==> src/rtl/port_wr_backend.sv <==
// -----------------------------------------------------------------------------
// port_wr_backend
//
// Write back-end of a switch input port. It packs the front-end's half-word
// transfer stream into SRAM pages of 2**OFS_W half-words, takes pages from a
// free-page allocator and chains them through the jump table. At the end of a
// packet it emits one descriptor (head page, tail page, dest port, length) to
// the port enqueue logic.
//
// The front-end cannot be back-pressured, so one spare page is always kept
// prefetched. A page crossing with no spare available truncates the packet:
// the remaining beats are discarded and the descriptor is flagged as a drop.
//
// Optional feature (macro PORT_WR_BACKEND_STAT_EN): adds the 16-bit wrapping
// counters stat_pkt_cnt and stat_drop_cnt. Without the macro these ports and
// their logic are absent.
//
// Ports:
//   clk, rst_n                 clock, synchronous active-low reset
//   ready_to_xfer              front-end about to start a packet
//   xfer_data_vld/xfer_data    half-word beat
//   end_of_packet              marks the last beat (with xfer_data_vld)
//   alloc_req/alloc_vld/alloc_page   free-page allocator handshake
//   sram_wr_en/addr/data       packet SRAM write port, addr = {page, offset}
//   jt_wr_en/addr/data         jump-table write (current page -> next page)
//   desc_*                     packet descriptor, desc_vld/desc_drop 1-cycle
//   busy                       FSM not idle
//   stat_pkt_cnt/stat_drop_cnt (optional) descriptor and drop counters
//
// state | meaning
// ------+----------------------------------------------------------------
// IDLE  | no packet in progress; a beat here is taken as the first beat
// RECV  | packet in progress, beats are written to SRAM
// DROP  | packet truncated, beats discarded until end_of_packet
// -----------------------------------------------------------------------------
module port_wr_backend #(
    parameter int PAGE_AW = 11,
    parameter int OFS_W   = 3
) (
    input  logic                     clk,
    input  logic                     rst_n,
    input  logic                     ready_to_xfer,
    input  logic                     xfer_data_vld,
    input  logic [15:0]              xfer_data,
    input  logic                     end_of_packet,
    output logic                     alloc_req,
    input  logic                     alloc_vld,
    input  logic [PAGE_AW-1:0]       alloc_page,
    output logic                     sram_wr_en,
    output logic [PAGE_AW+OFS_W-1:0] sram_wr_addr,
    output logic [15:0]              sram_wr_data,
    output logic                     jt_wr_en,
    output logic [PAGE_AW-1:0]       jt_wr_addr,
    output logic [PAGE_AW-1:0]       jt_wr_data,
    output logic                     desc_vld,
    output logic [PAGE_AW-1:0]       desc_head,
    output logic [PAGE_AW-1:0]       desc_tail,
    output logic [3:0]               desc_dest,
    output logic [8:0]               desc_len,
    output logic                     desc_drop,
    output logic                     busy
`ifdef PORT_WR_BACKEND_STAT_EN
    ,
    output logic [15:0]              stat_pkt_cnt,
    output logic [15:0]              stat_drop_cnt
`endif
);

    typedef enum logic [1:0] {
        IDLE = 2'd0,
        RECV = 2'd1,
        DROP = 2'd2
    } state_t;

    state_t             state;
    logic               started;     // first beat of the packet already taken
    logic               spare_vld;
    logic [PAGE_AW-1:0] spare_page;
    logic [PAGE_AW-1:0] cur_page;
    logic [PAGE_AW-1:0] head_page;
    logic [OFS_W-1:0]   offset;
    logic [8:0]         len;
    logic [3:0]         dest;

    logic               first_beat;
    logic               cont_beat;
    logic               drop_end;
    logic               last_ofs;
    logic               consume;
    logic [8:0]         len_inc;

    assign alloc_req = ~spare_vld;
    assign busy      = (state != IDLE);

    always_comb begin
        first_beat = xfer_data_vld && ((state == IDLE) || ((state == RECV) && !started));
        cont_beat  = xfer_data_vld && (state == RECV) && started;
        drop_end   = xfer_data_vld && end_of_packet && (state == DROP);
        last_ofs   = &offset;
        // an end_of_packet beat on the last offset never pre-links a page
        consume    = spare_vld && (first_beat || (cont_beat && last_ofs && !end_of_packet));
        len_inc    = (&len) ? len : len + 9'd1;
    end

    always_ff @(posedge clk) begin
        if (!rst_n) begin
            state        <= IDLE;
            started      <= 1'b0;
            spare_vld    <= 1'b0;
            spare_page   <= '0;
            cur_page     <= '0;
            head_page    <= '0;
            offset       <= '0;
            len          <= '0;
            dest         <= '0;
            sram_wr_en   <= 1'b0;
            sram_wr_addr <= '0;
            sram_wr_data <= '0;
            jt_wr_en     <= 1'b0;
            jt_wr_addr   <= '0;
            jt_wr_data   <= '0;
            desc_vld     <= 1'b0;
            desc_head    <= '0;
            desc_tail    <= '0;
            desc_dest    <= '0;
            desc_len     <= '0;
            desc_drop    <= 1'b0;
        end else begin
            sram_wr_en <= 1'b0;
            jt_wr_en   <= 1'b0;
            desc_vld   <= 1'b0;
            desc_drop  <= 1'b0;

            // a grant only arrives while no spare is held, so it can never
            // collide with a consumption in the same cycle
            if (alloc_vld) begin
                spare_vld  <= 1'b1;
                spare_page <= alloc_page;
            end else if (consume) begin
                spare_vld  <= 1'b0;
            end

            if (first_beat) begin
                dest    <= xfer_data[3:0];
                started <= 1'b1;
                if (spare_vld) begin
                    sram_wr_en   <= 1'b1;
                    sram_wr_addr <= {spare_page, {OFS_W{1'b0}}};
                    sram_wr_data <= xfer_data;
                    cur_page     <= spare_page;
                    head_page    <= spare_page;
                    offset       <= OFS_W'(1);
                    len          <= 9'd1;
                    if (end_of_packet) begin
                        desc_vld  <= 1'b1;
                        desc_head <= spare_page;
                        desc_tail <= spare_page;
                        desc_dest <= xfer_data[3:0];
                        desc_len  <= 9'd1;
                        state     <= IDLE;
                    end else begin
                        state     <= RECV;
                    end
                end else begin
                    cur_page  <= '0;
                    head_page <= '0;
                    offset    <= '0;
                    len       <= '0;
                    if (end_of_packet) begin
                        desc_vld  <= 1'b1;
                        desc_drop <= 1'b1;
                        desc_head <= '0;
                        desc_tail <= '0;
                        desc_dest <= xfer_data[3:0];
                        desc_len  <= '0;
                        state     <= IDLE;
                    end else begin
                        state     <= DROP;
                    end
                end
            end else if (cont_beat) begin
                sram_wr_en   <= 1'b1;
                sram_wr_addr <= {cur_page, offset};
                sram_wr_data <= xfer_data;
                offset       <= offset + OFS_W'(1);
                len          <= len_inc;
                if (end_of_packet) begin
                    desc_vld  <= 1'b1;
                    desc_head <= head_page;
                    desc_tail <= cur_page;
                    desc_dest <= dest;
                    desc_len  <= len_inc;
                    state     <= IDLE;
                end else if (last_ofs) begin
                    if (spare_vld) begin
                        jt_wr_en   <= 1'b1;
                        jt_wr_addr <= cur_page;
                        jt_wr_data <= spare_page;
                        cur_page   <= spare_page;
                    end else begin
                        state      <= DROP;
                    end
                end
            end else if (drop_end) begin
                desc_vld  <= 1'b1;
                desc_drop <= 1'b1;
                desc_head <= head_page;
                desc_tail <= cur_page;
                desc_dest <= dest;
                desc_len  <= len;
                state     <= IDLE;
            end else if ((state == IDLE) && ready_to_xfer) begin
                started <= 1'b0;
                state   <= RECV;
            end
        end
    end

`ifdef PORT_WR_BACKEND_STAT_EN
    always_ff @(posedge clk) begin
        if (!rst_n) begin
            stat_pkt_cnt  <= '0;
            stat_drop_cnt <= '0;
        end else if (desc_vld) begin
            stat_pkt_cnt <= stat_pkt_cnt + 16'd1;
            if (desc_drop) begin
                stat_drop_cnt <= stat_drop_cnt + 16'd1;
            end
        end
    end
`endif

endmodule

==> config.mk <==
export PLATFORM = sky130hd
export DESIGN_NAME = port_wr_backend
export DESIGN_NICKNAME = d
export VERILOG_FILES = /design/src/rtl/port_wr_backend.sv
export SDC_FILE = /design/constraint.sdc
export NUM_CORES = 1
export LEC_CHECK = 0
export CORE_MARGIN = 2
export CORE_UTILIZATION = 40
export CTS_CLUSTER_DIAMETER = 50
export CTS_CLUSTER_SIZE = 28
export DETAILED_ROUTE_END_ITERATION = 10
export GPL_TIMING_DRIVEN = 0
export PLACE_DENSITY = 0.66
export SLEW_MARGIN = 10
export SYNTH_ARGS = -nofsm -noshare
export SYNTH_HDL_FRONTEND = slang
export SYNTH_SLANG_ARGS = --single-unit
==> constraint.sdc <==
create_clock -name clk -period 1.8 [get_ports clk]
set_clock_uncertainty 0.1 [all_clocks]
set_input_delay 0.54 -clock clk [delete_from_list [all_inputs] [get_ports clk]]
set_output_delay 0.54 -clock clk [all_outputs]
set_load 0.01 [all_outputs]
==> results of run 1 <==
## worst register-to-register path, cell delays in order (launching register included)
cell,delay [ps]
dfxtp_2,330
buf_6,130
nor2b_1,120
clkbuf_4,220
nand2_2,120
o21ai_0,290
clkbuf_4,280
a21oi_1,60
## final timing paths
check	start	to	slack [ps]
max reg2reg	state[1]	cur_page[9]	40
max	state[1]	busy	7
min reg2reg	sram_wr_data[8]	sram_wr_data[8]	350
min	sram_wr_data[8]	sram_wr_data[8]	350
## registers in the layout, summed over array words and instances, names as in the netlist, 2 cells and up
name / cells
sram_wr_data: 16
sram_wr_addr: 14
cur_page: 11
desc_head: 11
desc_tail: 11
head_page: 11
jt_wr_addr: 11
jt_wr_data: 11
spare_page: 11
desc_len: 9
len: 9
desc_dest: 4
dest: 4
offset: 3
state: 2
## metal layers
metal  share of wire, %  global-route usage [%]  vias up
met5                  0                       0        -
met4                3.1                    10.7        0
met2                 45                    34.7      209
li1                   -                       -     2445
met1                 44                    28.3     2323
met3                7.2                    5.70       35
## power by group
group          total (µW)  internal, µW  leakage, µW  switching (µW)
Combinational         690           295      0.00166             395
Clock                3100          1840     0.000258            1260
Sequential           3400          3310      0.00117            95.9
Total                7190          5440      0.00309            1750
## stage by stage
step	TNS, ps	utilization (%)	instance area, µm²
2_1_floorplan	0	-	5360
3_3_place_gp	-78300	51.7	6820
3_5_place_dp	-82070	51.7	6820
4_1_cts	-1.11	55.2	7280
5_1_grt	-729	55.7	7350
6_report	0	55.7	7350
## final cells by class
type	instances	area, µm²
Sequential cell	144	2890
Fill cell	1203	5840
Multi-Input combinational cell	421	2280
Tap cell	176	220
Inverter	4	17.5
Buffer	46	278
Timing Repair Buffer	128	1150
Clock inverter	7	37.5
Clock buffer	23	478
## synth_stat cells, types with 2 or more instances
cell / n / area (µm²)
and2_1: 2 / 12.5
o21ai_0: 30 / 150
a21oi_1: 61 / 305
and3_1: 5 / 31.3
o2bb2ai_1: 5 / 43.8
nand2b_1: 4 / 25.0
clkbuf_1: 14 / 52.6
a311oi_1: 11 / 96.3
nand4_1: 4 / 25.0
mux2i_1: 18 / 180
a211oi_1: 15 / 113
buf_1: 2 / 7.51
ha_1: 3 / 37.5
xor2_1: 4 / 35.0
buf_6: 2 / 22.5
nand2_1: 120 / 450
dfxtp_1: 144 / 2880
and4_1: 3 / 26.3
a22oi_1: 13 / 97.6
inv_1: 4 / 15.0
o211ai_1: 3 / 22.5
buf_2: 22 / 110
nor2_1: 70 / 263
a31oi_1: 15 / 93.8
nand3_1: 18 / 90.1
buf_4: 6 / 45.0
nor2b_1: 2 / 12.5
## cell usage in the layout, fill, tap and decap left out, types with 2 or more instances in the layout
master / n
a21oi_2: 2
inv_1: 2
dfxtp_2: 3
buf_6: 6
a311oi_1: 11
clkbuf_2: 6
and3_1: 4
mux2i_1: 18
nand3_1: 17
and2_1: 2
ha_1: 3
a22oi_1: 13
clkbuf_4: 6
nor2b_1: 2
nor2_4: 2
a31oi_1: 14
a211oi_1: 15
a21oi_1: 59
clkinv_2: 6
nand2b_1: 3
o21ai_0: 30
dfxtp_1: 141
buf_2: 14
and4_1: 3
clkbuf_16: 17
nand4_1: 4
dlygate4sd2_1: 91
nand2_2: 3
clkbuf_8: 3
clkbuf_1: 13
o2bb2ai_1: 5
nand2_1: 118
o211ai_1: 3
nor2_1: 68
buf_4: 10
clkdlybuf4s50_1: 29
xor2_1: 4
## kinds of logic (layout without fill, tap and decap cells)
group | Yosys count | count (layout) | synth area share (%)
adders and majority gates | 3 | 3 | 0.700
AOI/OAI and AO/OA | 160 | 160 | 18.2
and+or+nand+nor | 236 | 236 | 18.6
DFF | 144 | 144 | 53.8
buffers and inverters | 50 | 208 | 4.71
muxes | 18 | 18 | 3.36
xor gates and xnor gates | 4 | 4 | 0.653
## timing repair
| item | in CTS | in global routing |
|---|---|---|
| cloned | 0 | 0 |
| resized for setup | 118 | 25 |
| endpoints found under the setup margin | 224 | 115 |
| pin swaps | 1 | 3 |
| hold buffers | 0 | 0 |
| setup buffers | 1 | 3 |
==> flow_summary_export.csv, run 1 <==
group,metric,value,unit
floorplan,die_w,120,µm
grt,grt_antenna_before_repair,0,
grt,grt_max_degree,17,
sta,finalSetupViolations,0,
sta,slew_viol_final,0,
finish,stdcell_count,949,
sta,rsz0062_at_grt,"yes",
grt,grtUsageTotal,22.1,%
sta,final-hold-violation-count,0,
sta,timing.final.crit_period,1790,ps
sta,holdWs,349,ps
synthesis,syn_nets,651,
power,p_leak,0.00309,µW
cts,cts_tree,"yes",
worst_setup_path,crit_path_max_incr_delay,330,ps
finish,antenna_cells,0,
routing,drt_iter0_markers,480,
worst_hold_path,min_path_cells,2,
worst_setup_path,crit_path_top_delay_cell,"dfxtp_2",
synthesis,syn-cell-area,5360,µm²
flow_run,maxCapViolations,0,
worst_setup_path,cp-end-kind,"output pin",
sta,worstMarginPinSlew,679,ps
synthesis,async_flop_share,0,%
routing,drt-total-wl,15.8,mm
placed_design,place_congestion,0.836,
grt,grt_pass1_vias,4748,
synthesis,synth_edf_count,0,
synthesis,syn_inst,615,
worst_setup_path,cp_top_family,"flip-flops",
sta,clock.fmax,558,MHz
worst_setup_path,cp_max_fo,6,
synthesis,synth_seq_cells,144,
power,p_total,7190,µW
worst_setup_path,worst-path-buf-inv,3,
grt,grt_pass1_wl,24.4,mm
synthesis,yosys_warnings,0,
worst_setup_path,worst_ep_arrival_time,1150,ps
routing,num_vias,5012,
routing,final_antenna_net_count,0,
placed_design,port_buffers,124,
cts,clockBufferDepth,2,
placed_design,place_inst,915,
worst_setup_path,crit_chain,"buf_6 > nor2_4 > inv_2 > buf_6",
cts,clk_latency,420,ps
synthesis,synthFlopType,"dfxtp_1",
sta,slew_headroom,54.7,%
floorplan,die_height,120,µm
grt,overflow,0,
synthesis,synth.distinct_cells,42,
worst_hold_path,holdCritPathClass,"reg -> reg",
routing,drtPass1Iterations,5,
worst_setup_path,worstPathRequired,1160,ps
worst_setup_path,start_kind,"register",
floorplan,start_util,40.7,%
worst_setup_path,worstSetupPathDepth,4,
placed_design,place_ws,-767,ps
worst_setup_path,reg2regPathDepth,7,
synthesis,yosysSeqAreaShare,53.8,%
sta,setup_ws,6.97,ps
cts,clk_pin_slew,60,ps
outcome,status,"complete, no violations",
finish,layout.nets,798,
floorplan,die_area,14300,µm²
sta,finalCritPeriodShare,99.6,%
routing,wire_per_inst,16.6,µm
synthesis,avgSynthCellArea,8.72,µm²
cts,cts_buffers,17,
finish,syn2layout_area_growth,37.1,%
power,worst_ir_drop_vdd,0.700,mV
placed_design,hpwl,11.5,mm
cts,root_buffer,"clkbuf_16",
routing,via_per_inst,5.28,
power,p_per_area,977,nW/µm²
routing,remaining_drc_errors,0,
floorplan,coreArea,13200,µm²
worst_setup_path,criticalPathCategory,"reg -> out",
cts,clock-sinks,144,
finish,drive_gt1_share,11.5,%
worst_setup_path,critPathMostFrequentCell,"buf_6",
cts,ctsHtreeMaxLevel,4,
floorplan,num_rows,42,
floorplan,ios,126,
Note: power is estimated with default switching activity, not from simulation.
==> inputs of run 2 (changes only) <==
--- a/config.mk
+++ b/config.mk
@@ -11,7 +11,7 @@
 export CTS_CLUSTER_SIZE = 28
 export DETAILED_ROUTE_END_ITERATION = 10
 export GPL_TIMING_DRIVEN = 0
-export PLACE_DENSITY = 0.66
+export PLACE_DENSITY = 0.64
 export SLEW_MARGIN = 10
 export SYNTH_ARGS = -nofsm -noshare
 export SYNTH_HDL_FRONTEND = slang
==> flow_summary_export.csv, run 2 (synthesis gave the netlist of run 1 again) <==
group,metric,value,unit
placed_design,place_ws,-694,ps
floorplan,ios,126,
grt,grt_max_degree,17,
sta,timing.final.crit_period,1800,ps
cts,root_buffer,"clkbuf_16",
worst_setup_path,crit_path_top_delay_cell,"dfxtp_2",
cts,cts_hold_buf,0,
floorplan,die_height,120,µm
worst_setup_path,criticalPathCategory,"reg -> out",
grt,grtUsageTotal,22.2,%
routing,drt_iter0_markers,409,
routing,via_per_inst,5.21,
floorplan,coreArea,13200,µm²
worst_setup_path,worstPathRequired,1160,ps
finish,fill_cells,1220,
finish,final_area,7580,µm²
finish,drive_gt1_share,12.1,%
power,worst_ir_drop_vdd,0.691,mV
worst_setup_path,r2r_start,"len[1]",
cts,cts_buffers,17,
routing,drt-total-wl,15.8,mm
finish,reg_top3,"sram_wr_data (16), sram_wr_addr (14)",
finish,layout_common_cells,"142 x dfxtp_1, 119 x nand2_1, 91 x dlygate4sd2_1",
finish,utilization,57.5,%
floorplan,die_area,14300,µm²
worst_setup_path,crit_start,"state[1]",
routing,num_vias,4945,
worst_setup_path,start_kind,"register",
routing,wire_per_inst,16.6,µm
grt,grt_pass1_vias,4770,
grt,grt_pass1_wl,24.7,mm
placed_design,port_buffers,124,
sta,finalCritPeriodShare,99.9,%
finish,layout.nets,797,
worst_setup_path,crit_path_max_incr_delay,330,ps
placed_design,hpwl,11.5,mm
cts,clockBufferDepth,2,
finish,syn2layout_area_growth,41.3,%
finish,mostFrequentLayoutCell,"dfxtp_1",
grt,grt_antenna_before_repair,0,
sta,slew_headroom,54.6,%
worst_hold_path,hold_path_startpoint,"sram_wr_data[14]",
cts,clock-sinks,144,
placed_design,place_congestion,0.866,
finish,regMostFlops,"sram_wr_data",
routing,drtPass1Iterations,7,
worst_setup_path,worst-path-buf-inv,3,
power,p_total,8480,µW
outcome,status,"complete, no violations",
routing,remaining_drc_errors,0,
grt,overflow,0,
worst_setup_path,cp_top_family,"flip-flops",
finish,largest_reg_flops,16,
sta,worstMarginPinSlew,682,ps
placed_design,dpl_cell_area,6820,µm²
worst_setup_path,worst_ep_arrival_time,1160,ps
power,p_leak,0.00319,µW
sta,finalSetupViolations,0,
floorplan,start_util,40.7,%
sta,fin_tns_setup,0,ps
worst_hold_path,holdCritPathClass,"reg -> reg",
cts,clk_pin_slew,60,ps
sta,slew_viol_final,0,
sta,clock.fmax,556,MHz
floorplan,die_w,120,µm
power,p_per_area,1120,nW/µm²
finish,seq_area,2890,µm²
worst_setup_path,critPathMostFrequentCell,"buf_6",
cts,clk_latency,420,ps
routing,final_antenna_net_count,0,
sta,rsz0062_at_grt,"yes",
finish,antenna_cells,0,
flow_run,maxCapViolations,0,
finish,multi_input_area,2290,µm²
worst_setup_path,cp_max_fo,8,
worst_setup_path,cp-end-kind,"output pin",
floorplan,num_rows,42,
worst_setup_path,crit_chain,"buf_6 > nor2_4 > inv_2 > buf_6",
sta,setup_ws,1.18,ps
sta,final-hold-violation-count,0,
cts,cts_tree,"yes",
cts,ctsHtreeMaxLevel,4,
## run 2: cell types whose count changed in the layout (fill, tap and decap cells not counted), sizes merged
cell	delta
bufinv	+8
clkinv	-6
buf	-1
## run 2: final cells by class
cell class / count / area share (%)
plain buffers: 46 / 3.66
clock buffers: 23 / 6.57
clock inverters: 9 / 3.27
inverters: 4 / 0.231
multi-input cells: 421 / 30.2
flip-flops and latches: 144 / 38.1
well taps: 176 / 2.91
repair buffers: 127 / 15.1
## run 2: where the power goes
group | switching [µW] | internal [µW] | leakage, µW
clock network | 1320 | 3070 | 0.000360
registers | 98.5 | 3310 | 0.00117
logic | 392 | 295 | 0.00166
total | 1810 | 6670 | 0.00319
## run 2: repair_timing
item,in CTS,in global routing
setup endpoints to repair,212,115
buffers inserted,1,2
endpoints found under the hold margin,0,0
pin swaps,1,1
resized for setup,116,29
## run 2: path summary, 6_finish.rpt
path	end	slack, ps	cells past startpoint
min reg2reg	sram_wr_data[14]	350	2
max	busy	1	4
max reg2reg	desc_len[6]	60	5
min	sram_wr_data[14]	350	2
## run 2: per-stage QoR
stage | instances | hold WS (ps)
after detailed placement | 915 | 345
after CTS | 948 | 350
after global placement | 915 | 339
final | 950 | 346
after floorplan | 615 | 345
after global routing | 950 | 369
## run 2: worst register-to-register path: cells and delay by family, from the launching register on
family	cells	cell delay, ps
simple gates	2	440
flops	1	370
compound gates	1	300
mux	1	210
fa+ha+maj	1	200
## run 2: metal layers
| layer | share of wire (%) | up-vias | wire length [µm] | global-route usage (%) |
|---|---|---|---|---|
| li1 | - | 2431 | - | - |
| met4 | 2.4 | 0 | 381 | 10.1 |
| met2 | 46 | 188 | 7190 | 35.0 |
| met3 | 6.2 | 31 | 982 | 5.70 |
| met1 | 46 | 2295 | 7200 | 28.5 |
| met5 | 0 | - | 0 | 0 |
==> inputs of run 3 (changes only) <==
--- a/config.mk
+++ b/config.mk
@@ -5,13 +5,14 @@
 export SDC_FILE = /design/constraint.sdc
 export NUM_CORES = 1
 export LEC_CHECK = 0
+export CAP_MARGIN = 40
 export CORE_MARGIN = 2
-export CORE_UTILIZATION = 40
+export CORE_UTILIZATION = 49
 export CTS_CLUSTER_DIAMETER = 50
 export CTS_CLUSTER_SIZE = 28
 export DETAILED_ROUTE_END_ITERATION = 10
 export GPL_TIMING_DRIVEN = 0
-export PLACE_DENSITY = 0.64
+export PLACE_DENSITY = 0.77
 export SLEW_MARGIN = 10
 export SYNTH_ARGS = -nofsm -noshare
 export SYNTH_HDL_FRONTEND = slang
==> flow_summary_export.csv, run 3 (synthesis gave the netlist of run 1 again) <==
group,metric,value,unit
finish,regMostFlops,"sram_wr_data",
worst_setup_path,start_kind,"register",
worst_hold_path,holdCritPathClass,"in -> reg",
sta,worstMarginPinSlew,712,ps
outcome,status,"finished with violations",
cts,cts_hold_buf,0,
worst_setup_path,cp_max_fo,3,
finish,drive_gt1_share,17.5,%
cts,clk_latency,530,ps
sta,rsz0062_at_grt,"yes",
sta,clock.fmax,540,MHz
finish,seq_area,2890,µm²
sta,holdWs,329,ps
outcome,violations,"negative setup slack",
placed_design,hpwl,11.0,mm
finish,layout.nets,807,
routing,drt_iter0_markers,327,
finish,fill_cells,870,
cts,clockBufferDepth,2,
cts,ctsHtreeMaxLevel,4,
grt,overflow,0,
grt,grt_max_degree,17,
routing,via_per_inst,5.64,
floorplan,ios,126,
finish,syn2layout_area_growth,39.9,%
floorplan,die_w,109,µm
cts,cts_tree,"yes",
placed_design,place_congestion,0.893,
routing,remaining_drc_errors,0,
worst_setup_path,criticalPathCategory,"reg -> out",
finish,antenna_cells,0,
routing,drt-total-wl,15.9,mm
floorplan,die_height,109,µm
grt,grtUsageTotal,27.5,%
power,worst_ir_drop_vdd,0.586,mV
worst_setup_path,worstPathRequired,1160,ps
routing,wire_per_inst,17.3,µm
power,p_per_area,1010,nW/µm²
grt,grt_antenna_before_repair,0,
sta,slew_headroom,52.5,%
flow_run,maxCapViolations,0,
sta,finalSetupViolations,1,
floorplan,start_util,49.9,%
sta,final-hold-violation-count,0,
sta,timing.final.crit_period,1850,ps
floorplan,num_rows,38,
floorplan,die_area,11800,µm²
power,p_leak,0.00292,µW
cts,root_buffer,"clkbuf_8",
grt,grt_pass1_wl,24.9,mm
placed_design,port_buffers,124,
power,p_total,7600,µW
grt,grt_pass1_vias,4935,
routing,final_antenna_net_count,0,
finish,reg_top3,"sram_wr_data (16), sram_wr_addr (14)",
cts,clock-sinks,144,
cts,clk_pin_slew,60,ps
routing,drtPass1Iterations,5,
worst_setup_path,cp-end-kind,"output pin",
floorplan,coreArea,10700,µm²
finish,multi_input_area,2340,µm²
sta,setup_ws,-52.8,ps
sta,finalCritPeriodShare,103,%
worst_setup_path,worst_ep_arrival_time,1210,ps
cts,cts_buffers,17,
finish,layout_common_cells,"140 x dfxtp_1, 118 x nand2_1, 69 x nor2_1",
routing,num_vias,5199,
finish,mostFrequentLayoutCell,"dfxtp_1",
sta,slew_viol_final,0,
finish,largest_reg_flops,16,
[run 3: cell types whose count changed in the layout (fill, tap and decap cells not counted), moves of 5 or more]
cell,previous run,this run
dlygate4sd2_1,91,18
buf_4,9,25
a22oi_2,4,11
clkbuf_2,6,30
buf_2,14,7
bufinv_16,8,3
clkdlybuf4s15_1,0,49
a22oi_1,9,2
[run 3: path summary, 6_finish.rpt]
path         cells past startpoint            start  slack (ps)         endpoint
max                              4         state[1]         -50             busy
min                              2            rst_n         330      desc_len[8]
max reg2reg                      8         state[1]          10  sram_wr_addr[7]
min reg2reg                      2  sram_wr_data[8]         350  sram_wr_data[8]
[run 3: stage by stage]
stage | setup TNS [ps] | utilization (%) | std cells | setup WS, ps | area (µm²)
2_1_floorplan | 0 | - | 615 | 112 | 5360
4_1_cts | -116 | 68.5 | 914 | -78.6 | 7360
3_3_place_gp | -72660 | 63.1 | 879 | -679 | 6780
3_5_place_dp | -77450 | 63.1 | 879 | -688 | 6780
5_1_grt | -269 | 69.8 | 921 | -98.2 | 7500
6_report | -52.8 | 69.8 | 921 | -52.8 | 7500
[run 3: worst max-delay path, cell delays in order, from the launching register on]
cell and delay [ps]:
dfxtp_2 330, buf_6 120, nor2_4 70, inv_1 40
buf_2 120
[run 3: report_power, final]
group          total [µW]  internal (µW)  switching (µW)
registers            3410           3310             105
clock network        3460           2160            1300
logic                 734            323             411
[run 3: timing repair]
action                                  CTS  global route
setup buffers                             6             9
endpoints found under the setup margin  178           174
pin swaps                                 1             4
gates resized for setup                 145           127
[run 3: final cells by class]
cell class | count | share of cell area [%]
clock buffer | 19 | 5.89
buffer | 44 | 3.89
clock inverter | 10 | 1.84
sequential | 144 | 38.5
multi-input combinational | 421 | 31.2
tap | 140 | 2.34
inverter | 4 | 0.267
timing repair buffer | 139 | 16.1
[run 3: layer usage]
layer | up-vias | global-route usage [%] | routed length, µm | part of all wire, %
met5 | - | 0 | 0 | 0
met4 | 0 | 10.4 | 305 | 1.9
met3 | 27 | 6.52 | 1350 | 8.5
met2 | 259 | 44.3 | 7520 | 47
met1 | 2459 | 36.1 | 6760 | 42
li1 | 2454 | - | - | -
